--- config.mk ---
export PLATFORM = sky130hd
export DESIGN_NAME = seg7_scan_ctrl
export DESIGN_NICKNAME = d
export VERILOG_FILES = /design/src/rtl/seg7_pkg.sv /design/src/rtl/seg7_scan_ctrl_bcd27seg.sv /design/src/rtl/seg7_scan_ctrl.sv
export SDC_FILE = /design/constraint.sdc
export NUM_CORES = 1
export LEC_CHECK = 0
export BUFFER_PORTS_ARGS = -buffer_cell sky130_fd_sc_hd__clkbuf_2
export CAP_MARGIN = 10
export CORE_ASPECT_RATIO = 0.5
export CORE_MARGIN = 2
export CORE_UTILIZATION = 55
export CTS_CLUSTER_DIAMETER = 100
export DETAILED_ROUTE_END_ITERATION = 10
export GPL_TIMING_DRIVEN = 1
export PLACE_DENSITY = 0.75
export SYNTH_ARGS = -nofsm -noshare
export SYNTH_HDL_FRONTEND = slang
export SYNTH_SLANG_ARGS = --single-unit
--- constraint.sdc ---
create_clock -name clk -period 2.7 [get_ports clk]
set_clock_uncertainty 0.05 [all_clocks]
set_input_delay 0.405 -clock clk [delete_from_list [all_inputs] [get_ports clk]]
set_output_delay 0.405 -clock clk [all_outputs]
set_load 0.01 [all_outputs]
--- src/rtl/seg7_pkg.sv ---
// ---------------------------------------------------------------------------
// seg7_pkg
// Shared types and constants for the 4-digit 7-segment scan controller.
//   state_t   : scan FSM state (blank interval / digit lit)
//   an_t      : anode vector, active-low, one bit per digit
//   seg_t     : segment vector, active-low, bit6 = a ... bit0 = g
//   an_sel()  : one-hot-low anode pattern for a digit index
// ---------------------------------------------------------------------------
package seg7_pkg;

    typedef enum logic {ST_BLANK = 1'b0, ST_SHOW = 1'b1} state_t;

    localparam int NUM_DIGITS = 4;
    localparam int AN_W       = 4;
    localparam int SEG_W      = 7;

    typedef logic [AN_W-1:0]  an_t;
    typedef logic [SEG_W-1:0] seg_t;

    localparam seg_t SEG_BLANK = 7'b1111111;
    localparam an_t  AN_OFF    = 4'b1111;

    // One-hot-low anode pattern for the selected digit.
    function automatic an_t an_sel(input logic [1:0] idx);
        an_t res;
        case (idx)
            2'd0:    res = 4'b1110;
            2'd1:    res = 4'b1101;
            2'd2:    res = 4'b1011;
            2'd3:    res = 4'b0111;
            default: res = 4'b1111;
        endcase
        return res;
    endfunction

endpackage

--- src/rtl/seg7_scan_ctrl_bcd27seg.sv ---
// ---------------------------------------------------------------------------
// BCD27seg
// Combinational BCD to active-low 7-segment decoder (bit6 = a ... bit0 = g).
// Codes 10..15 produce an all-off pattern, so 4'hF is used as "blank".
//   bcd : 4-bit BCD code in
//   seg : active-low segment pattern out
// ---------------------------------------------------------------------------
module BCD27seg
    import seg7_pkg::*;
(
    input  logic [3:0] bcd,
    output seg_t       seg
);

    // Segment lookup table.
    always_comb begin
        seg = SEG_BLANK;
        case (bcd)
            4'd0:    seg = 7'b0000001;
            4'd1:    seg = 7'b1001111;
            4'd2:    seg = 7'b0010010;
            4'd3:    seg = 7'b0000110;
            4'd4:    seg = 7'b1001100;
            4'd5:    seg = 7'b0100100;
            4'd6:    seg = 7'b0100000;
            4'd7:    seg = 7'b0001111;
            4'd8:    seg = 7'b0000000;
            4'd9:    seg = 7'b0000100;
            default: seg = SEG_BLANK;
        endcase
    end

endmodule

--- src/rtl/seg7_scan_ctrl.sv ---
// ---------------------------------------------------------------------------
// seg7_scan_ctrl
// Time-multiplexed scan controller for a 4-digit common-anode 7-segment
// display. One shared decoder, a blank interval before each lit slot against
// ghosting, and double-buffered digit values swapped only at frame boundaries.
//
// Optional build macro: SEG7_LZB_EN enables leading-zero blanking of digits
// 3..1 (anode still driven, segments off). Scan timing is unaffected.
//
// Ports:
//   clk, rst_n        : clock, asynchronous active-low reset
//   en_i              : scan enable (0 = blank display, counters held at 0)
//   load_i            : one-cycle strobe capturing x0_i..x3_i
//   x0_i..x3_i        : BCD digits, x0 is rightmost
//   an_o              : anodes, active-low, one-hot-low
//   seg_o             : segments, active-low, bit6 = a ... bit0 = g
//   pending_o         : shadow holds values not yet displayed
//   frame_o           : one-cycle pulse after each frame boundary
// ---------------------------------------------------------------------------
module seg7_scan_ctrl
    import seg7_pkg::*;
#(
    parameter int CLK_DIV     = 50000,
    parameter int BLANK_TICKS = 1,
    parameter int SHOW_TICKS  = 4
) (
    input  logic       clk,
    input  logic       rst_n,
    input  logic       en_i,
    input  logic       load_i,
    input  logic [3:0] x0_i,
    input  logic [3:0] x1_i,
    input  logic [3:0] x2_i,
    input  logic [3:0] x3_i,
    output logic [3:0] an_o,
    output logic [6:0] seg_o,
    output logic       pending_o,
    output logic       frame_o
);

    localparam int DIV_W    = (CLK_DIV > 2) ? $clog2(CLK_DIV) : 1;
    localparam int SLOT_MAX = (BLANK_TICKS > SHOW_TICKS) ? BLANK_TICKS : SHOW_TICKS;
    localparam int SLOT_W   = (SLOT_MAX > 2) ? $clog2(SLOT_MAX) : 1;

    state_t            state_r;
    logic [1:0]        digit_r;
    logic [DIV_W-1:0]  div_cnt_r;
    logic [SLOT_W-1:0] slot_cnt_r;
    an_t               an_r;
    seg_t              seg_r;
    logic              pending_r;
    logic              frame_r;
    logic [3:0]        shadow_r  [NUM_DIGITS];
    logic [3:0]        display_r [NUM_DIGITS];

    logic [3:0]        x_s [NUM_DIGITS];
    logic              tick_s;
    logic              lz_s;
    logic [3:0]        dec_in_s;
    seg_t              dec_out_s;

    assign x_s[0] = x0_i;
    assign x_s[1] = x1_i;
    assign x_s[2] = x2_i;
    assign x_s[3] = x3_i;

    assign tick_s = (div_cnt_r == DIV_W'(CLK_DIV - 1));

    // Select the decoder input, forcing 4'hF for suppressed leading zeros.
    always_comb begin
        lz_s     = 1'b0;
        dec_in_s = display_r[digit_r];
`ifdef SEG7_LZB_EN
        case (digit_r)
            2'd3:    lz_s = (display_r[3] == 4'd0);
            2'd2:    lz_s = (display_r[3] == 4'd0) && (display_r[2] == 4'd0);
            2'd1:    lz_s = (display_r[3] == 4'd0) && (display_r[2] == 4'd0) &&
                            (display_r[1] == 4'd0);
            default: lz_s = 1'b0;
        endcase
`else
        lz_s = 1'b0;
`endif
        if (lz_s) begin
            dec_in_s = 4'hF;
        end else begin
            dec_in_s = display_r[digit_r];
        end
    end

    BCD27seg u_dec (
        .bcd (dec_in_s),
        .seg (dec_out_s)
    );

    // Tick divider, scan FSM, registered outputs and shadow/display buffering.
    always_ff @(posedge clk or negedge rst_n) begin
        if (!rst_n) begin
            state_r    <= ST_BLANK;
            digit_r    <= 2'd0;
            div_cnt_r  <= '0;
            slot_cnt_r <= '0;
            an_r       <= AN_OFF;
            seg_r      <= SEG_BLANK;
            pending_r  <= 1'b0;
            frame_r    <= 1'b0;
            for (int i = 0; i < NUM_DIGITS; i++) begin
                shadow_r[i]  <= 4'hF;
                display_r[i] <= 4'hF;
            end
        end else if (!en_i) begin
            state_r    <= ST_BLANK;
            digit_r    <= 2'd0;
            div_cnt_r  <= '0;
            slot_cnt_r <= '0;
            an_r       <= AN_OFF;
            seg_r      <= SEG_BLANK;
            frame_r    <= 1'b0;
            // Nothing is being scanned, so a load goes straight to display.
            if (load_i) begin
                for (int i = 0; i < NUM_DIGITS; i++) begin
                    shadow_r[i]  <= x_s[i];
                    display_r[i] <= x_s[i];
                end
                pending_r <= 1'b0;
            end
        end else begin
            frame_r   <= 1'b0;
            div_cnt_r <= tick_s ? '0 : div_cnt_r + DIV_W'(1);
            if (load_i) begin
                for (int i = 0; i < NUM_DIGITS; i++) begin
                    shadow_r[i] <= x_s[i];
                end
                pending_r <= 1'b1;
            end
            if (tick_s) begin
                case (state_r)
                    ST_BLANK: begin
                        if (slot_cnt_r == SLOT_W'(BLANK_TICKS - 1)) begin
                            state_r    <= ST_SHOW;
                            slot_cnt_r <= '0;
                            an_r       <= an_sel(digit_r);
                            seg_r      <= dec_out_s;
                        end else begin
                            slot_cnt_r <= slot_cnt_r + SLOT_W'(1);
                        end
                    end
                    ST_SHOW: begin
                        if (slot_cnt_r == SLOT_W'(SHOW_TICKS - 1)) begin
                            state_r    <= ST_BLANK;
                            slot_cnt_r <= '0;
                            digit_r    <= digit_r + 2'd1;
                            an_r       <= AN_OFF;
                            seg_r      <= SEG_BLANK;
                            // Frame boundary: swap buffers. A load landing on
                            // this edge bypasses the shadow and overrides the
                            // pending flag set above.
                            if (digit_r == 2'd3) begin
                                frame_r <= 1'b1;
                                if (load_i) begin
                                    for (int i = 0; i < NUM_DIGITS; i++) begin
                                        display_r[i] <= x_s[i];
                                    end
                                    pending_r <= 1'b0;
                                end else if (pending_r) begin
                                    for (int i = 0; i < NUM_DIGITS; i++) begin
                                        display_r[i] <= shadow_r[i];
                                    end
                                    pending_r <= 1'b0;
                                end else begin
                                    pending_r <= pending_r;
                                end
                            end
                        end else begin
                            slot_cnt_r <= slot_cnt_r + SLOT_W'(1);
                        end
                    end
                    default: begin
                        state_r    <= ST_BLANK;
                        slot_cnt_r <= '0;
                    end
                endcase
            end
        end
    end

    assign an_o      = an_r;
    assign seg_o     = seg_r;
    assign pending_o = pending_r;
    assign frame_o   = frame_r;

endmodule
---- Word level (Yosys, flattened, before mapping) ----
Memories as Yosys holds them, arrays and structs flattened.
Cells that the tools add are included.
word-level totals
  flip-flop bits (word level) ............. 66
  memory bits (read-only) ................. 112
  input port bits ......................... 20
  output and inout bits ................... 13
  word-level logic and storage cells ...... 91
  memories ................................ 1
operators by class
  add/sub/neg operators ................... 3
  order comparisons ....................... 1
  equality and inequality tests ........... 12
  mux-type cells .......................... 50
  bitwise gates (word level) .............. 2
  reductions and logical operators ........ 6
memories
  memory           depth  bits a word  read ports  clocked after memory_dff  write ports  RTL line                       source
  (no name shown)  16     7            1           0                         0            seg7_scan_ctrl_bcd27seg.sv:18  case (bcd)
operators by type and width
  kind                                                                     number
  16-bit two-way mux                                                       10
  7-bit two-way mux                                                        4
  4-bit two-way mux                                                        6
  16-bit by 1-bit adder with 16-bit output, second input constant          1
  16-bit equality test, second input constant                              1
  1-bit two-way mux                                                        16
  2-bit two-way mux                                                        8
  4-bit case mux with 4 select lines                                       1
  7-bit case mux with 2 select lines                                       1
  4-bit binary-select mux with 2-bit select                                1
  2-bit by 1-bit inequality test with 1-bit output, second input constant  4
  4-bit case mux with 2 select lines                                       1
  2-bit equality test, second input constant                               3
  6-bit inequality test, second input constant                             1
  3-bit AND reduction                                                      2
  6-bit AND reduction                                                      1
  2-bit by 1-bit adder with 2-bit output, second input constant            2
  2-bit logical NOT                                                        2
  2-bit case mux with 2 select lines                                       1
  3-bit >= comparator, second input constant                               1
  3-bit by 2-bit inequality test with 1-bit output, second input constant  1
  3-bit inequality test, second input constant                             1
  2-bit inverter with 3-bit output                                         1
  2-bit by 1-bit equality test with 1-bit output, second input constant    1
  other kinds (3)                                                          3

---- Logic depth before layout (Yosys ltp) ----
Gate-level depths: netlist of run 1.
An unclocked memory read counts as a cell.
  depth after elaboration ................. 9
  depth in mapped cells ................... 8
  depth with buffers taken out ............ 7

---- By module ----
From an unflattened synthesis of run 1, not the netlist that was laid out.
unflattened totals
  cell total of the unflattened synthesis .. 412
  area, all modules ....................... 3890.0 um2
by module, submodules not included
  module          instances  cells an instance  area each (um2)  seq. area each (um2)
  seg7_scan_ctrl  1          379                3679.8           1705.4
  BCD27seg        1          33                 210.2            0.0

---- Least setup slack after synthesis of run 1 ----
Ideal clock, no wire load.
  path kind ............................... register -> register
  start point ............................. register digit_r[0]
  end point ............................... register seg_r[2], in the netlist seg_o[2]
  setup time .............................. 82 ps
  arrival time ............................ 1965 ps
  data required time ...................... 2568 ps
  setup slack ............................. 604 ps
  cell stages (with the launch flop) ...... 8
  path buffers ............................ 0
  clock period less this slack ............ 2096 ps
  cells stage by stage .................... dfrtp_1 > mux4_2 > inv_1 > ha_1 > nor2_1 > a221o_1 > o22ai_1 > a2bb2oi_2
on the way
  longest elaborated chain between the ends .. 9
ends and longest elaborated chain
  what                                                    RTL line               source
  start: declaration                                      seg7_scan_ctrl.sv:46   logic [1:0] digit_r;
  start signal: assignment                                seg7_scan_ctrl.sv:152  digit_r <= digit_r + 2'd1;
  2-bit inverter with 3-bit output (not written as such)  seg7_scan_ctrl.sv:87   dec_in_s = display_r[digit_r];
  4-bit binary-select mux with 2-bit select               seg7_scan_ctrl.sv:87
  4-bit two-way mux (not written as such) (2 in series)   seg7_scan_ctrl.sv:87
  memory read 16 x 7 bit                                  --
  7-bit two-way mux                                       seg7_scan_ctrl.sv:139  if (slot_cnt_r == SLOT_W'(BLANK_TICKS - 1)) begin
  7-bit case mux with 2 select lines                      seg7_scan_ctrl.sv:137  case (state_r)
  7-bit two-way mux                                       seg7_scan_ctrl.sv:136  if (tick_s) begin
  7-bit two-way mux                                       seg7_scan_ctrl.sv:111  end else if (!en_i) begin
  end signal: assignment                                  seg7_scan_ctrl.sv:143  seg_r <= dec_out_s;
  end: declaration                                        seg7_scan_ctrl.sv:50   seg_t seg_r;
Every way passes these cells. The select of a mux whose other input is x is not followed.
A chain may end at the register's enable or synchronous reset.

---- Worst setup path in the final report of run 1 ----
  start point ............................. register div_cnt_r[12]
  end point ............................... register seg_r[0], in the netlist seg_o[0]
on the way
  longest elaborated chain between the ends .. 3
ends and longest elaborated chain
  what                                                        RTL line               source
  start: declaration                                          seg7_scan_ctrl.sv:47   logic [DIV_W-1:0] div_cnt_r;
  start signal: assignment                                    seg7_scan_ctrl.sv:129  div_cnt_r <= tick_s ? '0 : div_cnt_r + DIV_W'(1);
  16-bit equality test                                        seg7_scan_ctrl.sv:67   assign tick_s = (div_cnt_r == DIV_W'(CLK_DIV - 1));
  2-bit by 1-bit inequality test with 1-bit output (no line)  --
  3-bit AND reduction (no line)                               --
Every way passes these cells.

==> metrics.yaml, run 1 <==
drt:
  wl_met3_um: 312
  drcViolationCount: 0
  dr.max_layer_used: "met4"
  routed_wl_um: 6806
  drt_iter0_drc: 117
  vias: 2369
  ant_nets: 0
  firstDrtPassIters: 4
  wl_per_cell_um: 16.68
  viasPerCell: 5.806
  dr_wl_met2_um: 3185
  wl_met1_um: 3201
placement:
  gp_congestion: 0.7991
  post-place-ws_ns: 0.4156
  dpl.hpwl_um: 4583
  portBuffers: 32
  place_inst: 392
die:
  pin_count: 33
  coreArea_um2: 6006
  row_count: 20
  initial_core_util: 0.5644
  die_h_um: 59.51
  dieArea_um2: 6845
  die_width_um: 115.0
layout:
  multi_input_area_um2: 1544
  area_growth_pct: 14.47
  regArea_um2: 1705
  final_common_cell: "dfstp_2"
  final_cell_mix: "dfstp_2 (43), o22ai_1 (32), clkbuf_2 (32)"
  num_antenna_cells: 0
  nNetsFinal: 361
  drive_above_1_share: 0.3807
  nFillCells: 472
  fin_cells: 408
timing:
  fin_crit_sh: 0.8421
  worst_pin_slew_ns: 0.8129
  drv_slew: 0
  tns_ns: 0
  rsz0062_at_grt: "false"
  max-slew-margin-rel: 0.4581
  max_freq_mhz: 439.8
  finalSetupViolCount: 0
  fin_ws_ns: 0.4263
  fin_crit_ns: 2.274
  hold_violations: 0
status:
  status: "completed"
synth:
  syn_area_um2: 3390
  synth.distinct_cells: 41
  ys.flop_type: "dfstp_2"
  yosysTopAreaCell: "dfstp_2"
  yosysTopAreaCellShare: 0.3333
  ys_top_cells_by_area: "dfstp_2 (33%), dfrtp_1 (17%), mux2_2 (6.3%)"
  synth.ff_latch_count: 66
  synth-async-reset-ratio: 1.000
  synth_area_per_cell_um2: 11.45
  synth-seq-area-share: 0.5031
  synth-edff-count: 0
  synth_warnings: 0
  synth_fp_nets: 331
  syn_inst: 296
power_and_ir_drop:
  ir_drop_mv: 0.3714
  power.density_nw_per_um2: 670.7
  p_leak_nw: 1.627
clocking:
  clkLatencyLatePin_ns: 0.33
  postCtsSetupRepairBufs: 0
  htreeDepth: 3
  clk_pin_slew_ns: 0.05
  root_buffer: "clkbuf_16"
  cts.repair.resized: 0
  cts_tree: "done"
  ctsLongestPathBuffers: 2
  holdBufCountCts: 0
  cts-buffers-inserted: 9
  cts_sinks: 66
worst_setup_path:
  arrival_ns: 2.49
  rr_startpoint: "div_cnt_r[12]"
  startpoint_type: "register"
  crit_fanout: 11
  cp_data_required_time_ns: 2.92
  rr_worst_depth: 5
  path_class: "register to register"
  r2r-end: "seg_o[0]"
  end_kind: "register"
  reg2reg_slack_ns: 0.43
global_routing:
  grt_pass1_wl_um: 11330
  antenna_found_initial: 0
  grt.total_usage: 0.2189
  overflow: 0
  grt_pass1_vias: 2365
  grt_start_max_net_pins: 67
run:
  max-cap-violations: 0
worst_hold_path:
  min_path_type: "input pin to asynchronous set/reset pin"
## routing by layer
layer  vias up  global-route usage
li1       1133                   -
met1      1174              0.2766
met2        48              0.3580
met3        14             0.06135
met4         0             0.09983
met5         -                   0
## state kept, by name (all words and copies together), names as in the netlist
| name | cells |
|---|---|
| an_o | 4 |
| digit_r | 2 |
| display_r | 16 |
| div_cnt_r | 16 |
| frame_o | 1 |
| pending_o | 1 |
| seg_o | 7 |
| shadow_r | 16 |
| slot_cnt_r | 2 |
| state_r | 1 |
## final cells by class
type                            count  share of cell area
Sequential cell                    66              0.4395
Inverter                            8            0.007739
Multi-Input combinational cell    203              0.3979
Timing Repair Buffer               38             0.05289
Clock buffer                       14             0.06804
Clock inverter                      2            0.009029
Tap cell                           77             0.02483
## metrics by stage
stage	hold slack [ns]	util	power [mW]	cell area [um^2]
2_1_floorplan	0.05941	-	1.360	3390
3_3_place_gp	0.4464	0.5963	1.438	3581
3_5_place_dp	0.4550	0.5963	1.456	3581
4_1_cts	0.2190	0.6460	2.626	3880
5_1_grt	0.2746	0.6460	2.704	3880
6_report	0.2043	0.6460	2.602	3880
## cell usage after synthesis, drive strengths merged, types with 2 or more instances
cell type,n
ha,15
o21ai,5
inv,8
and3,7
and2,4
dfstp,43
nor2,26
nor2b,5
mux4,3
buf,9
o22ai,32
mux2,19
dfrtp,23
xnor2,6
a21oi,23
nand2b,4
o22a,6
nand2,10
a2bb2oi,5
clkbuf,10
xor2,7
or3,2
nand3,6
nand4,4
mux2i,3
## critical path, cell delays in order (launching register included)
cell,delay [ns]
dfrtp_1,0.41
or4_4,0.56
nor4_4,0.39
nand2b_1,0.19
a21boi_4,0.41
o22a_1,0.20
## worst max-delay path by stage
stage | slack, ns | from | endpoint
floorplan | 0.60 | digit_r[0] | seg_o[2]
global placement | 0.50 | div_cnt_r[12] | seg_o[0]
detailed placement | 0.42 | div_cnt_r[12] | seg_o[0]
CTS | 0.40 | div_cnt_r[12] | seg_o[0]
global route | 0.29 | digit_r[0] | seg_o[2]
finish | 0.43 | div_cnt_r[12] | seg_o[0]
## where the power goes
part	switching, mW	leakage (nW)	internal (mW)
clock network	0.393	0.147	0.763
logic	0.156	0.712	0.131
registers	0.0514	0.769	1.11
## cell families (layout without fill, tap and decap cells)
family | after synthesis | after routing | synth area share
fa+ha+maj | 15 | 15 | 0.05537
mux | 25 | 25 | 0.09192
xor+xnor | 13 | 13 | 0.03359
compound gates | 76 | 76 | 0.1539
flops | 66 | 66 | 0.5031
buf+inv | 27 | 62 | 0.04135
simple gates | 74 | 74 | 0.1207
Power figures use the tool's default switching activity.
==> run 2, diff against run 1 <==
Settings changed: ABC_AREA set to 1.
Clock period 2.7 ns to 2.1 ns, I/O delays scaled along.
==> metrics.yaml, run 2 <==
synth:
  synth-edff-count: 0  # unchanged
  synth.ff_latch_count: 66  # unchanged
  yosysTopAreaCell: "dfstp_2"
  synth_area_per_cell_um2: 7.979  # -30%
  synth_commonest_cells: "nand2_1 (122), nor2_1 (55), inv_1 (50)"
  syn_area_um2: 3702  # +9.2%
  synth_fp_nets: 499  # +51%
  synth-seq-area-share: 0.4606  # -0.04251
  synth-async-reset-ratio: 1.000  # unchanged
  ys_top_cells_by_area: "dfstp_2 (31%), dfrtp_1 (16%), nand2_1 (12%)"
  yosysTopAreaCellShare: 0.3052  # -0.02816
  syn_inst: 464  # +57%
  yosysMostFrequentCell: "nand2_1"
  synth_warnings: 0  # unchanged
  ys.flop_type: "dfstp_2"
  synth.distinct_cells: 34  # -17%
die:
  pin_count: 33  # unchanged
  die_width_um: 120.0  # +4.4%
  row_count: 21  # +5.0%
  initial_core_util: 0.5614  # -0.003001
  die_h_um: 62.02  # +4.2%
  coreArea_um2: 6595  # +9.8%
  dieArea_um2: 7444  # +8.7%
timing:
  max_freq_mhz: 543.9  # +24%
  tns_ns: 0  # unchanged
  max-slew-margin-rel: 0.6953  # +0.2372
  fin_ws_ns: 0.2614  # -0.1649 ns
  hold_violations: 0  # unchanged
  fin_hold_ws_ns: 0.1406  # -0.06365 ns
  fin_crit_ns: 1.839  # -0.4351 ns
  worst_pin_slew_ns: 0.4570  # -0.3559 ns
  rsz0062_at_grt: "false"
  finalSetupViolCount: 0  # unchanged
  drv_slew: 0  # unchanged
  fin_crit_sh: 0.8755  # +0.03343
layout:
  multi_input_area_um2: 1695  # +9.8%
  num_antenna_cells: 0  # unchanged
  fin_util: 0.6418  # -0.004228
  largestRegisters: "display_r: 16 flops, div_cnt_r: 16 flops, shadow_r: 16 flops"
  nFillCells: 570  # +21%
  area_growth_pct: 14.33
  nNetsFinal: 535  # +48%
  final_cell_mix: "nand2_1 (122), nor2_1 (55), inv_1 (50)"
  drive_above_1_share: 0.2693  # -0.1114
  regArea_um2: 1707  # about the same
  final_common_cell: "nand2_1"
clocking:
  clk_pin_slew_ns: 0.05  # about the same
  cts_sinks: 66  # unchanged
  ctsLongestPathBuffers: 2  # unchanged
  cts_tree: "done"
  root_buffer: "clkbuf_16"
  clkLatencyLatePin_ns: 0.33  # about the same
  cts-buffers-inserted: 9  # unchanged
  htreeDepth: 3  # unchanged
global_routing:
  grt.total_usage: 0.2177  # -0.001233
  antenna_found_initial: 0  # unchanged
  grt_start_max_net_pins: 38  # -43%
  grt_pass1_vias: 2677  # +13%
  overflow: 0  # unchanged
  grt_pass1_wl_um: 12390  # +9.4%
drt:
  wl_per_cell_um: 12.23  # -27%
  firstDrtPassIters: 4  # unchanged
  ant_nets: 0  # unchanged
  drcViolationCount: 0  # unchanged
  viasPerCell: 5.052  # -13%
  routed_wl_um: 7299  # +7.2%
  vias: 3016  # +27%
  drt_iter0_drc: 173  # +48%
worst_setup_path:
  path_class: "register to register"
  crit_slowest_cell: "dfrtp_1"
  crit_fanout: 9  # -2
  cp_num_buf_inv: 2  # +2
  arrival_ns: 2.05  # -0.44 ns
  cp_top_family: "simple AND/OR/NAND/NOR gates"
  end_kind: "register"
  slowest_delay_ns: 0.48  # -0.08 ns
  startpoint_type: "register"
  crit_chain: "inv_1 > nand3_1 > nand2_1 > inv_1 > ha_1 > nand3b_1 > nand3_1 > nand2_1 > nand2_1 > nand2_1"
  cpMostUsedCell: "nand2_1"
  cp_data_required_time_ns: 2.32  # -0.60 ns
placement:
  post-place-ws_ns: 0.2146  # -0.2010 ns
  portBuffers: 32  # unchanged
  gp_congestion: 0.8413  # +5.3%
  dpl.hpwl_um: 5151  # +12%
status:
  status: "completed"
worst_hold_path:
  min_path_type: "input pin to register"
power_and_ir_drop:
  power.density_nw_per_um2: 825.2  # +23%
  total_power_mw: 3.493  # +34%
  p_leak_nw: 2.143  # +32%
  ir_drop_mv: 0.4303  # +16%
run:
  max-cap-violations: 0  # unchanged
## run 2: repair_timing
action                                  CTS  global route
endpoints found under the setup margin    0             2
buffers inserted                          0             0
endpoints found under the hold margin     2             0
gates resized for setup                   0             1
hold buffers                              1             0
## run 2: cell families (layout without fill, tap and decap cells)
logic type               count (synthesis)  after routing  share of synthesized area
buffers and inverters                   67            108                    0.08144
AO/OA/AOI/OAI                           51             51                    0.07233
AND/OR/NAND/NOR                        261            261                     0.3254
flip-flops                              66             66                     0.4606
adder cells (fa/ha/maj)                 15             15                    0.05069
XOR/XNOR                                 4              4                   0.009464
## run 2: worst register-to-register path, stage by stage, from the launching register on
cell and delay [ns]:
dfrtp_1 0.48, inv_1 0.20, nand3_1 0.10, nand2_1 0.20, inv_1 0.11, ha_1 0.21
nand3b_1 0.17, nand3_1 0.10, nand2_1 0.05, nand2_1 0.06, nand2_1 0.05
## run 2: routing by layer
metal,track usage,vias up,wire [um]
met4,0.06891,0,92
li1,-,1537,-
met1,0.2823,1393,3621
met3,0.07482,10,373
met2,0.3539,76,3212
met5,0,-,0
## run 2: layout make-up
type	count	area share
multi-input combinational	331	0.4005
clock inverter	1	0.001774
inverter	53	0.04789
clock buffer	15	0.06562
timing repair buffer	39	0.05380
tap	92	0.02719
sequential	66	0.4032
## run 2: final timing paths
path,from,cells past startpoint,to,slack [ns]
min reg2reg,div_cnt_r[0],1,div_cnt_r[0],0.40
max reg2reg,digit_r[1],10,seg_o[1],0.26
max in group asynchronous,rst_n,3,seg_o[3],0.97
min,x3_i[3],3,shadow_r[3],0.14
min in group asynchronous,rst_n,2,pending_o,0.41
max,digit_r[1],10,seg_o[1],0.26
## run 2: power breakdown
| group | total (mW) | internal (mW) | leakage [nW] | switching (mW) |
|---|---|---|---|---|
| logic | 0.512 | 0.190 | 1.24 | 0.322 |
| registers | 1.57 | 1.49 | 0.763 | 0.0784 |
| clock network | 1.41 | 0.896 | 0.136 | 0.518 |
## run 2: through the flow
step | std cells | cell area, um^2
after floorplan | 464 | 3702
after global placement | 580 | 3936
after detailed placement | 580 | 3936
after CTS | 597 | 4232
after global routing | 597 | 4233
final | 597 | 4233
